## config.mk

```make
export PLATFORM = sky130hd
export DESIGN_NAME = imem_loader
export DESIGN_NICKNAME = d
export VERILOG_FILES = /design/src/rtl/mips32_soc_pkg.sv /design/src/rtl/byte_packer.sv /design/src/rtl/imem_loader.sv
export SDC_FILE = /design/constraint.sdc
export NUM_CORES = 1
export LEC_CHECK = 0
export CORE_MARGIN = 1.5
export CORE_UTILIZATION = 51
export DETAILED_ROUTE_END_ITERATION = 10
export GPL_ROUTABILITY_DRIVEN = 0
export PLACE_DENSITY = 0.81
export SLEW_MARGIN = 5
export SYNTH_ARGS = -nofsm -noshare
export SYNTH_HDL_FRONTEND = slang
export SYNTH_SLANG_ARGS = --single-unit
```

## constraint.sdc

```tcl
create_clock -name CLK -period 6.6 [get_ports CLK]
set_clock_uncertainty 0.15 [all_clocks]
set_input_delay 1.65 -clock CLK [delete_from_list [all_inputs] [get_ports CLK]]
set_output_delay 1.65 -clock CLK [all_outputs]
set_load 0.02 [all_outputs]
```

## src/rtl/mips32_soc_pkg.sv

```systemverilog
// Shared word geometry, default IMEM depth and loader FSM encoding for the MIPS32 SoC boot path.
// The CHECK state exists only when IMEM_LOADER_CSUM_EN is defined.
package mips32_soc_pkg;

  localparam int WORD_W         = 32;
  localparam int BYTES_PER_WORD = 4;
  localparam int BYTE_W         = 8;
  localparam int IMEM_ADDR_W    = 11;

  typedef enum logic [1:0] {
    IDLE  = 2'd0,
    LOAD  = 2'd1,
`ifdef IMEM_LOADER_CSUM_EN
    CHECK = 2'd2,
`endif
    DONE  = 2'd3
  } ldr_state_e;

endpackage

```

## src/rtl/byte_packer.sv

```systemverilog
// Big-endian byte-to-word packer; word_vld pulses one cycle after the final byte of each word.
// Accepts a byte on every byte_vld with no stall; a partial word survives idle gaps until clr.
module byte_packer
  import mips32_soc_pkg::*;
(
  input  logic              CLK,
  input  logic              reset,
  input  logic              clr,
  input  logic              byte_vld,
  input  logic [BYTE_W-1:0] byte_dat,
  output logic              last_byte,
  output logic              word_vld,
  output logic [WORD_W-1:0] word_dat
);

  localparam int               CNT_W    = $clog2(BYTES_PER_WORD);
  localparam logic [CNT_W-1:0] CNT_LAST = CNT_W'(BYTES_PER_WORD - 1);

  logic [CNT_W-1:0]         byte_cnt;
  logic [WORD_W-BYTE_W-1:0] shift_q;

  assign last_byte = byte_vld && (byte_cnt == CNT_LAST);

  // word_dat is held separately so the next word's bytes can shift in during the write cycle
  always_ff @(posedge CLK or negedge reset) begin
    if (!reset) begin
      byte_cnt <= '0;
      shift_q  <= '0;
      word_vld <= 1'b0;
      word_dat <= '0;
    end else if (clr) begin
      byte_cnt <= '0;
      shift_q  <= '0;
      word_vld <= 1'b0;
    end else begin
      word_vld <= last_byte;
      if (byte_vld) begin
        byte_cnt <= last_byte ? '0 : byte_cnt + CNT_W'(1);
        shift_q  <= {shift_q[WORD_W-2*BYTE_W-1:0], byte_dat};
        if (last_byte) begin
          word_dat <= {shift_q, byte_dat};
        end
      end
    end
  end

endmodule

```

## src/rtl/imem_loader.sv

```systemverilog
// Boot loader: packs a big-endian byte stream into IMEM writes (1 cycle after each 4th byte) while holding the core in reset.
// in_ready drops after the last needed byte; IMEM_LOADER_CSUM_EN adds a trailing XOR checksum word and csum_err.
module imem_loader
  import mips32_soc_pkg::*;
#(
  parameter int ADDR_W = IMEM_ADDR_W
) (
  input  logic              CLK,
  input  logic              reset,
  input  logic              start,
  input  logic [ADDR_W:0]   len,
  input  logic              in_valid,
  input  logic [7:0]        in_data,
  output logic              in_ready,
  output logic              mem_we,
  output logic [ADDR_W-1:0] mem_addr,
  output logic [WORD_W-1:0] mem_wdata,
  output logic              cpu_hold,
  output logic              busy,
  output logic              done
`ifdef IMEM_LOADER_CSUM_EN
  ,
  output logic              csum_err
`endif
);

  localparam logic [ADDR_W:0] CNT_ONE = (ADDR_W+1)'(1);

  ldr_state_e        state, state_nxt;
  logic [ADDR_W:0]   len_q;
  logic [ADDR_W:0]   rcv_cnt;
  logic [ADDR_W:0]   wr_cnt;
  logic [ADDR_W:0]   wr_cnt_nxt;
  logic [ADDR_W-1:0] addr_q;
  logic              start_acc;
  logic              in_fire;
  logic              last_byte;
  logic              word_vld;
  logic              last_wr;
  logic [WORD_W-1:0] word_dat;

  assign start_acc  = start && ((state == IDLE) || (state == DONE));
  assign in_fire    = in_valid && in_ready;
  assign wr_cnt_nxt = wr_cnt + CNT_ONE;
  assign last_wr    = (wr_cnt_nxt == len_q);
  assign mem_addr   = addr_q;
  assign mem_wdata  = word_dat;

  byte_packer u_packer (
    .CLK       (CLK),
    .reset     (reset),
    .clr       (start_acc),
    .byte_vld  (in_fire),
    .byte_dat  (in_data),
    .last_byte (last_byte),
    .word_vld  (word_vld),
    .word_dat  (word_dat)
  );

  always_ff @(posedge CLK or negedge reset) begin
    if (!reset) begin
      state <= IDLE;
    end else begin
      state <= state_nxt;
    end
  end

  always_comb begin
    state_nxt = state;
    unique case (state)
      IDLE, DONE: begin
        if (start) begin
          state_nxt = (len == '0) ? DONE : LOAD;
        end
      end
      LOAD: begin
        if (word_vld && last_wr) begin
`ifdef IMEM_LOADER_CSUM_EN
          state_nxt = CHECK;
`else
          state_nxt = DONE;
`endif
        end
      end
`ifdef IMEM_LOADER_CSUM_EN
      CHECK: begin
        if (word_vld) begin
          state_nxt = DONE;
        end
      end
`endif
      default: state_nxt = IDLE;
    endcase
  end

`ifdef IMEM_LOADER_CSUM_EN
  logic [WORD_W-1:0] csum_acc;
  logic              csum_got;

  always_ff @(posedge CLK or negedge reset) begin
    if (!reset) begin
      csum_acc <= '0;
      csum_got <= 1'b0;
      csum_err <= 1'b0;
    end else if (start_acc) begin
      csum_acc <= '0;
      csum_got <= 1'b0;
      csum_err <= 1'b0;
    end else begin
      if (mem_we) begin
        csum_acc <= csum_acc ^ word_dat;
      end
      if ((state == CHECK) && last_byte) begin
        csum_got <= 1'b1;
      end
      if ((state == CHECK) && word_vld) begin
        csum_err <= (word_dat != csum_acc);
      end
    end
  end
`endif

  always_comb begin
    in_ready = 1'b0;
    mem_we   = 1'b0;
    busy     = 1'b0;
    done     = 1'b0;
    cpu_hold = 1'b1;
    unique case (state)
      LOAD: begin
        busy     = 1'b1;
        in_ready = (rcv_cnt < len_q);
        mem_we   = word_vld;
      end
`ifdef IMEM_LOADER_CSUM_EN
      CHECK: begin
        busy     = 1'b1;
        in_ready = !csum_got;
      end
`endif
      DONE: begin
        done = 1'b1;
`ifdef IMEM_LOADER_CSUM_EN
        cpu_hold = csum_err;
`else
        cpu_hold = 1'b0;
`endif
      end
      default: ;
    endcase
  end

  // Address saturates on the final write so a full-depth load never lands back on word 0
  always_ff @(posedge CLK or negedge reset) begin
    if (!reset) begin
      len_q   <= '0;
      rcv_cnt <= '0;
      wr_cnt  <= '0;
      addr_q  <= '0;
    end else if (start_acc) begin
      len_q   <= len;
      rcv_cnt <= '0;
      wr_cnt  <= '0;
      addr_q  <= '0;
    end else begin
      if ((state == LOAD) && last_byte) begin
        rcv_cnt <= rcv_cnt + CNT_ONE;
      end
      if (mem_we) begin
        wr_cnt <= wr_cnt_nxt;
        if (!last_wr) begin
          addr_q <= addr_q + ADDR_W'(1);
        end
      end
    end
  end

  a_we_busy : assert property (@(posedge CLK) disable iff (!reset) mem_we |-> busy);
  a_fire_busy : assert property (@(posedge CLK) disable iff (!reset) in_fire |-> busy);

endmodule

```

==> results.toml, run 1 <==
[place]
post-place-ws_ps = 2290
place_area_um2 = 6150
portBuffers = 71
dp_hpwl_um = 7730

[yosys]
synth_ff_type = "dfrtp_1"
synthesis.yosys.warnings = 0
synthCells = 507
async_flop_share_pct = 100
yosysTopAreaCell = "dfrtp_1"
syn_area_um2 = 5330
synth_area_leaders = "dfrtp_1 (51%), mux2_2 (6.8%), mux2i_1 (5.3%), ha_1 (4.2%), nor2_1 (3.3%)"
synth_edf_count = 0
synth_top_area_share_pct = 50.7
synth_area_per_cell_um2 = 10.5
seq_area_frac_synth_pct = 50.7
yosysUniqueCellTypes = 47
synth_fp_nets = 549
yosys_register_bits = 108

[sta]
tns_ps = 0
min_period_ps = 4730
relSlewSlack_pct = 20.0
finalCritPeriodShare_pct = 71.7
fmax_mhz = 211
tightest_slew_ps = 1190
final_max_slew_viol_count = 0
setup_viol = 0
hold_viol = 0
setup_slack_ps = 1870
rsz0062_at_grt = "no"

[pwr]
power_density_nw_per_um2 = 464
p_total_w = 0.00293
leakagePower_nw = 2.74
ir_drop_mv = 0.288

[run]
cap_violations = 0

[worst_hold_path]
holdCritPathClass = "flip-flop to flip-flop"
hp-start = "u_packer.word_dat[22]"

[clock_network]
cts_hold_buf = 0
clock-root-buffer = "clkbuf_8"
clk_pin_slew_ps = 100
cts-resized-gates = 0
clockBufferDepth = 2
clk_latency_ps = 360
post_cts_buffers = 0
htree_levels = 3
numClockSinks = 108
tritoncts = "built"
cts_made_buffers = 9

[setup_path]
critical_path.max_stage_delay_ps = 630
worstPathArrival_ps = 2930
crit_top_cell = "a21o_1"
endpoint_kind = "output port"
cp_slowest_cell = "clkdlybuf4s50_1"
critPathKind = "flip-flop to output port"
worstPathCellList = "inv_1, ha_1, a21o_1, a21o_1, a21oi_1, o211ai_1, a21boi_0, clkdlybuf4s50_1"
r2r-start = "len_q[5]"
crit_start = "len_q[5]"
worstPathRequired_ps = 4800
cp-start-kind = "flip-flop"
worst-path-max-fanout = 9

[route]
post-route-drc-count = 0
wl_per_cell_um = 15.7
via_per_inst = 5.62
via_count = 3988
dr.pass1.iters = 5
routed_wl_um = 11200
drt_iter0_drc = 217
antenna_left = 0

[final_layout]
final_cell_mix = "dfrtp_1 (108), clkdlybuf4s50_1 (70), nor2_1 (47)"
insertedDiodeCount = 0
mostFrequentLayoutCell = "dfrtp_1"
area_delta_synth_final_pct = 18.6
num-nets-final = 611
drive_above_1_share_pct = 10.5
finalInstanceArea_um2 = 6320

[global_routing]
grt_overflow = 0
track_usage_pct = 21.1
grt_max_degree = 82
grt_pass1_wl_um = 18700
grt_pass1_vias = 3956
antenna_found_initial = 0

[outcome]
status = "completed"

[floorplanning]
dieArea_um2 = 11100
start_util_pct = 52.1
die_x_um = 105
die_h_um = 105
coreArea_um2 = 10200
num_rows = 37
io_pins = 72
==> cells by family (layout without fill, tap and decap cells) <==
group | after synthesis | after routing | synth area share [%]
AO/OA/AOI/OAI | 91 | 91 | 10.5
flip-flops | 108 | 108 | 50.7
adder cells (fa/ha/maj) | 18 | 18 | 4.22
multiplexers | 61 | 61 | 12.3
buffers and inverters | 47 | 114 | 3.71
XOR/XNOR | 24 | 24 | 3.94
AND/OR/NAND/NOR | 158 | 158 | 14.6
==> cell usage after synthesis (all sizes together) (2+ instances only) <==
| cell type | n |
|---|---|
| mux2i | 28 |
| nor2b | 3 |
| and3 | 5 |
| a211o | 2 |
| ha | 18 |
| mux2 | 33 |
| xnor2 | 17 |
| o31ai | 5 |
| or3 | 14 |
| a21o | 6 |
| a21oi | 29 |
| o21ai | 30 |
| or4 | 7 |
| inv | 23 |
| and2 | 4 |
| a2111oi | 3 |
| o211ai | 3 |
| a2111o | 2 |
| nor2 | 47 |
| nand2b | 3 |
| nand4 | 9 |
| xor2 | 7 |
| nand2 | 37 |
| clkbuf | 12 |
| and4 | 2 |
| buf | 12 |
| nor3 | 6 |
| nand3 | 16 |
| nor4 | 4 |
| dfrtp | 108 |
==> state kept, by name, summed over array words and instances, names as in the netlist <==
signal / count
len_q: 12
mem_addr: 11
rcv_cnt: 12
state: 2
u_packer.byte_cnt: 2
u_packer.shift_q: 24
u_packer.word_dat: 32
u_packer.word_vld: 1
wr_cnt: 12
==> layout make-up <==
class	count	area, um2
well taps	136	170
flip-flops and latches	108	2700
repair buffers	75	738
inverters	23	86.3
clock inverters	5	43.8
clock buffers	11	131
multi-input cells	352	2450
fillers	844	3910
==> path summary, 6_finish.rpt <==
check	cells past startpoint	to	slack, ps
min in group asynchronous	1	mem_addr[5]	1270
worst max register to register	12	u_packer.word_dat[26]	3030
worst max-delay path	8	in_ready	1870
worst min register to register	1	u_packer.word_dat[22]	360
max in group asynchronous	2	wr_cnt[10]	4010
worst min-delay path	1	u_packer.word_dat[22]	360
==> per-layer routing <==
metal  vias up  track usage (%)  part of all wire, %
li1       1922                -                    -
met1      1942             26.9                   44
met2       109             34.5                   49
met3        15             5.81                  5.9
met4         0             7.53                  1.5
met5         -                0                    0
==> where the power goes <==
part           switching (W)  leakage (nW)  total [W]  internal [W]
combinational       0.000688          1.39    0.00133      0.000647
clock               0.000225        0.0885   0.000368      0.000143
sequential          0.000272          1.27    0.00123      0.000959
==> through the flow <==
step / hold slack (ps) / std cells / utilization, %
finish: 364 / 710 / 61.8
global route: 389 / 710 / 61.8
CTS: 367 / 710 / 61.8
detailed placement: 342 / 694 / 60.1
global placement: 338 / 694 / 60.1
floorplan: 329 / 507 / -
==> worst max-delay path: cells and delay by family (launching register included) <==
family / cells / cell delay, ps
AO/OA/AOI/OAI: 5 / 1120
flip-flops: 1 / 400
adder cells (fa/ha/maj): 1 / 320
buffers and inverters: 2 / 740
No activity file was read; power rests on OpenSTA's default activity.
==> run 2, diff against run 1 <==
==> constraint.sdc (replaced) <==
create_clock -name CLK -period 4.7 [get_ports CLK]
set_clock_uncertainty 0.15 [all_clocks]
set_input_delay 1.175 -clock CLK [delete_from_list [all_inputs] [get_ports CLK]]
set_output_delay 1.175 -clock CLK [all_outputs]
set_load 0.02 [all_outputs]
==> run 2 against run 1 <==
Final area increased by 0.69%. Setup slack got worse by 1400 ps. Register-to-register slack got worse by 1700 ps. Largest cell class unchanged.
==> results.toml, run 2 (synthesis results as in run 1) <==
[outcome]
status = "completed"

[sta]
rsz0062_at_grt = "no"
tightest_slew_ps = 1260
setup_viol = 0
min_period_ps = 4270
fmax_mhz = 234
final_max_slew_viol_count = 0
tns_ps = 0
finalCritPeriodShare_pct = 90.9
relSlewSlack_pct = 15.8
hold_viol = 0
setup_slack_ps = 427

[place]
place_area_um2 = 6170
portBuffers = 71
post-place-ws_ps = 853
dp_hpwl_um = 8150

[global_routing]
track_usage_pct = 22.3
antenna_found_initial = 0
grt_pass1_wl_um = 19700
grt_pass1_vias = 4106
grt_overflow = 0
grt_max_degree = 50

[setup_path]
path_buf_inv = 2
endpoint_kind = "output port"
worstPathArrival_ps = 2950
critPathKind = "flip-flop to output port"
worstPathCellList = "inv_1, ha_1, a21o_1, a21o_1, a21oi_1, o211ai_1, a21boi_0, clkdlybuf4s50_1"
cp_slowest_cell = "clkdlybuf4s50_1"
critical_path.max_stage_delay_ps = 630
cp-start-kind = "flip-flop"
worst-path-max-fanout = 9
worstPathRequired_ps = 3380
crit_top_cell = "a21o_1"
crit_family = "compound AO/OA/AOI/OAI gates"

[floorplanning]
die_h_um = 105
die_x_um = 105
start_util_pct = 52.1
num_rows = 37
coreArea_um2 = 10200
dieArea_um2 = 11100
io_pins = 72

[run]
cap_violations = 0

[final_layout]
final_cell_mix = "dfrtp_1 (108), clkdlybuf4s50_1 (70), nor2_1 (47)"
num-nets-final = 614
area_delta_synth_final_pct = 19.4
drive_above_1_share_pct = 11.1
finalInstanceArea_um2 = 6360
mostFrequentLayoutCell = "dfrtp_1"
max_flop_register = "u_packer.word_dat"
insertedDiodeCount = 0
largest_reg_flops = 32
reg.largest.list = "u_packer.word_dat (32), u_packer.shift_q (24)"

[route]
post-route-drc-count = 0
via_per_inst = 5.66
via_count = 4039
routed_wl_um = 11500
wl_per_cell_um = 16.1
drt_iter0_drc = 229
antenna_left = 0
dr.pass1.iters = 4

[clock_network]
clockBufferDepth = 2
numClockSinks = 108
clock-root-buffer = "clkbuf_8"
clk_latency_ps = 390
cts-resized-gates = 0
cts_hold_buf = 0
clk_pin_slew_ps = 100
post_cts_buffers = 0
cts_made_buffers = 9
tritoncts = "built"
htree_levels = 3

[pwr]
leakagePower_nw = 2.77
ir_drop_mv = 0.375
power_density_nw_per_um2 = 659
p_total_w = 0.00419

[worst_hold_path]
holdCritPathClass = "flip-flop to flip-flop"
[run 2: cell types whose count changed in the layout (fill, tap and decap cells not counted)]
cell | before | now
clkbuf_1 | 2 | 1
clkinv_2 | 0 | 2
inv_8 | 0 | 1
clkinv_4 | 3 | 0
buf_4 | 5 | 8
bufinv_16 | 0 | 1
[run 2: path summary, 6_finish.rpt]
check                                     start              endpoint  slack (ps)  depth (start not counted)
max in group asynchronous                 reset  u_packer.shift_q[20]        2870                          2
min                        u_packer.word_dat[3]  u_packer.word_dat[3]         360                          1
max reg2reg                           wr_cnt[0]           mem_addr[7]        1350                          7
min reg2reg                u_packer.word_dat[3]  u_packer.word_dat[3]         360                          1
max                                    len_q[5]              in_ready         430                          8
min in group asynchronous                 reset           mem_addr[5]         650                          1
[run 2: per-stage QoR]
| stage | utilization (%) | instances | hold WS [ps] |
|---|---|---|---|
| global route | 62.2 | 713 | 383 |
| global placement | 60.3 | 697 | 336 |
| detailed placement | 60.3 | 697 | 342 |
| CTS | 62.2 | 713 | 367 |
| finish | 62.2 | 713 | 362 |
| floorplan | - | 507 | 329 |
[run 2: worst reg2reg max path: stages (launching register included)]
cell     delay (ps)
dfrtp_1         480
and4_1          420
nand2_4          70
or3_1           350
a211o_1         330
o31ai_2        1050
nor4_1          180
o21a_1          230
[run 2: area by class of cell]
cell class / instances / area (um2)
well taps: 136 / 170
multi-input cells: 352 / 2450
clock inverters: 6 / 68.8
repair buffers: 78 / 761
fillers: 841 / 3870
clock buffers: 10 / 128
flip-flops and latches: 108 / 2700
inverters: 23 / 86.3
[run 2: routing by layer]
layer | vias up | wire (um) | GRT usage, % | part of all wire (%)
met1 | 2014 | 4920 | 27.6 | 43
met4 | 0 | 223 | 8.51 | 1.9
li1 | 1915 | - | - | -
met2 | 95 | 5730 | 38.1 | 50
met3 | 15 | 616 | 4.95 | 5.4
met5 | - | 0 | 0 | 0
[run 2: where the power goes]
| group | switching [W] | total (W) | internal, W |
|---|---|---|---|
| sequential | 0.000377 | 0.00172 | 0.00135 |
| clock | 0.000330 | 0.000583 | 0.000253 |
| combinational | 0.000973 | 0.00189 | 0.000913 |
| total | 0.00168 | 0.00419 | 0.00251 |
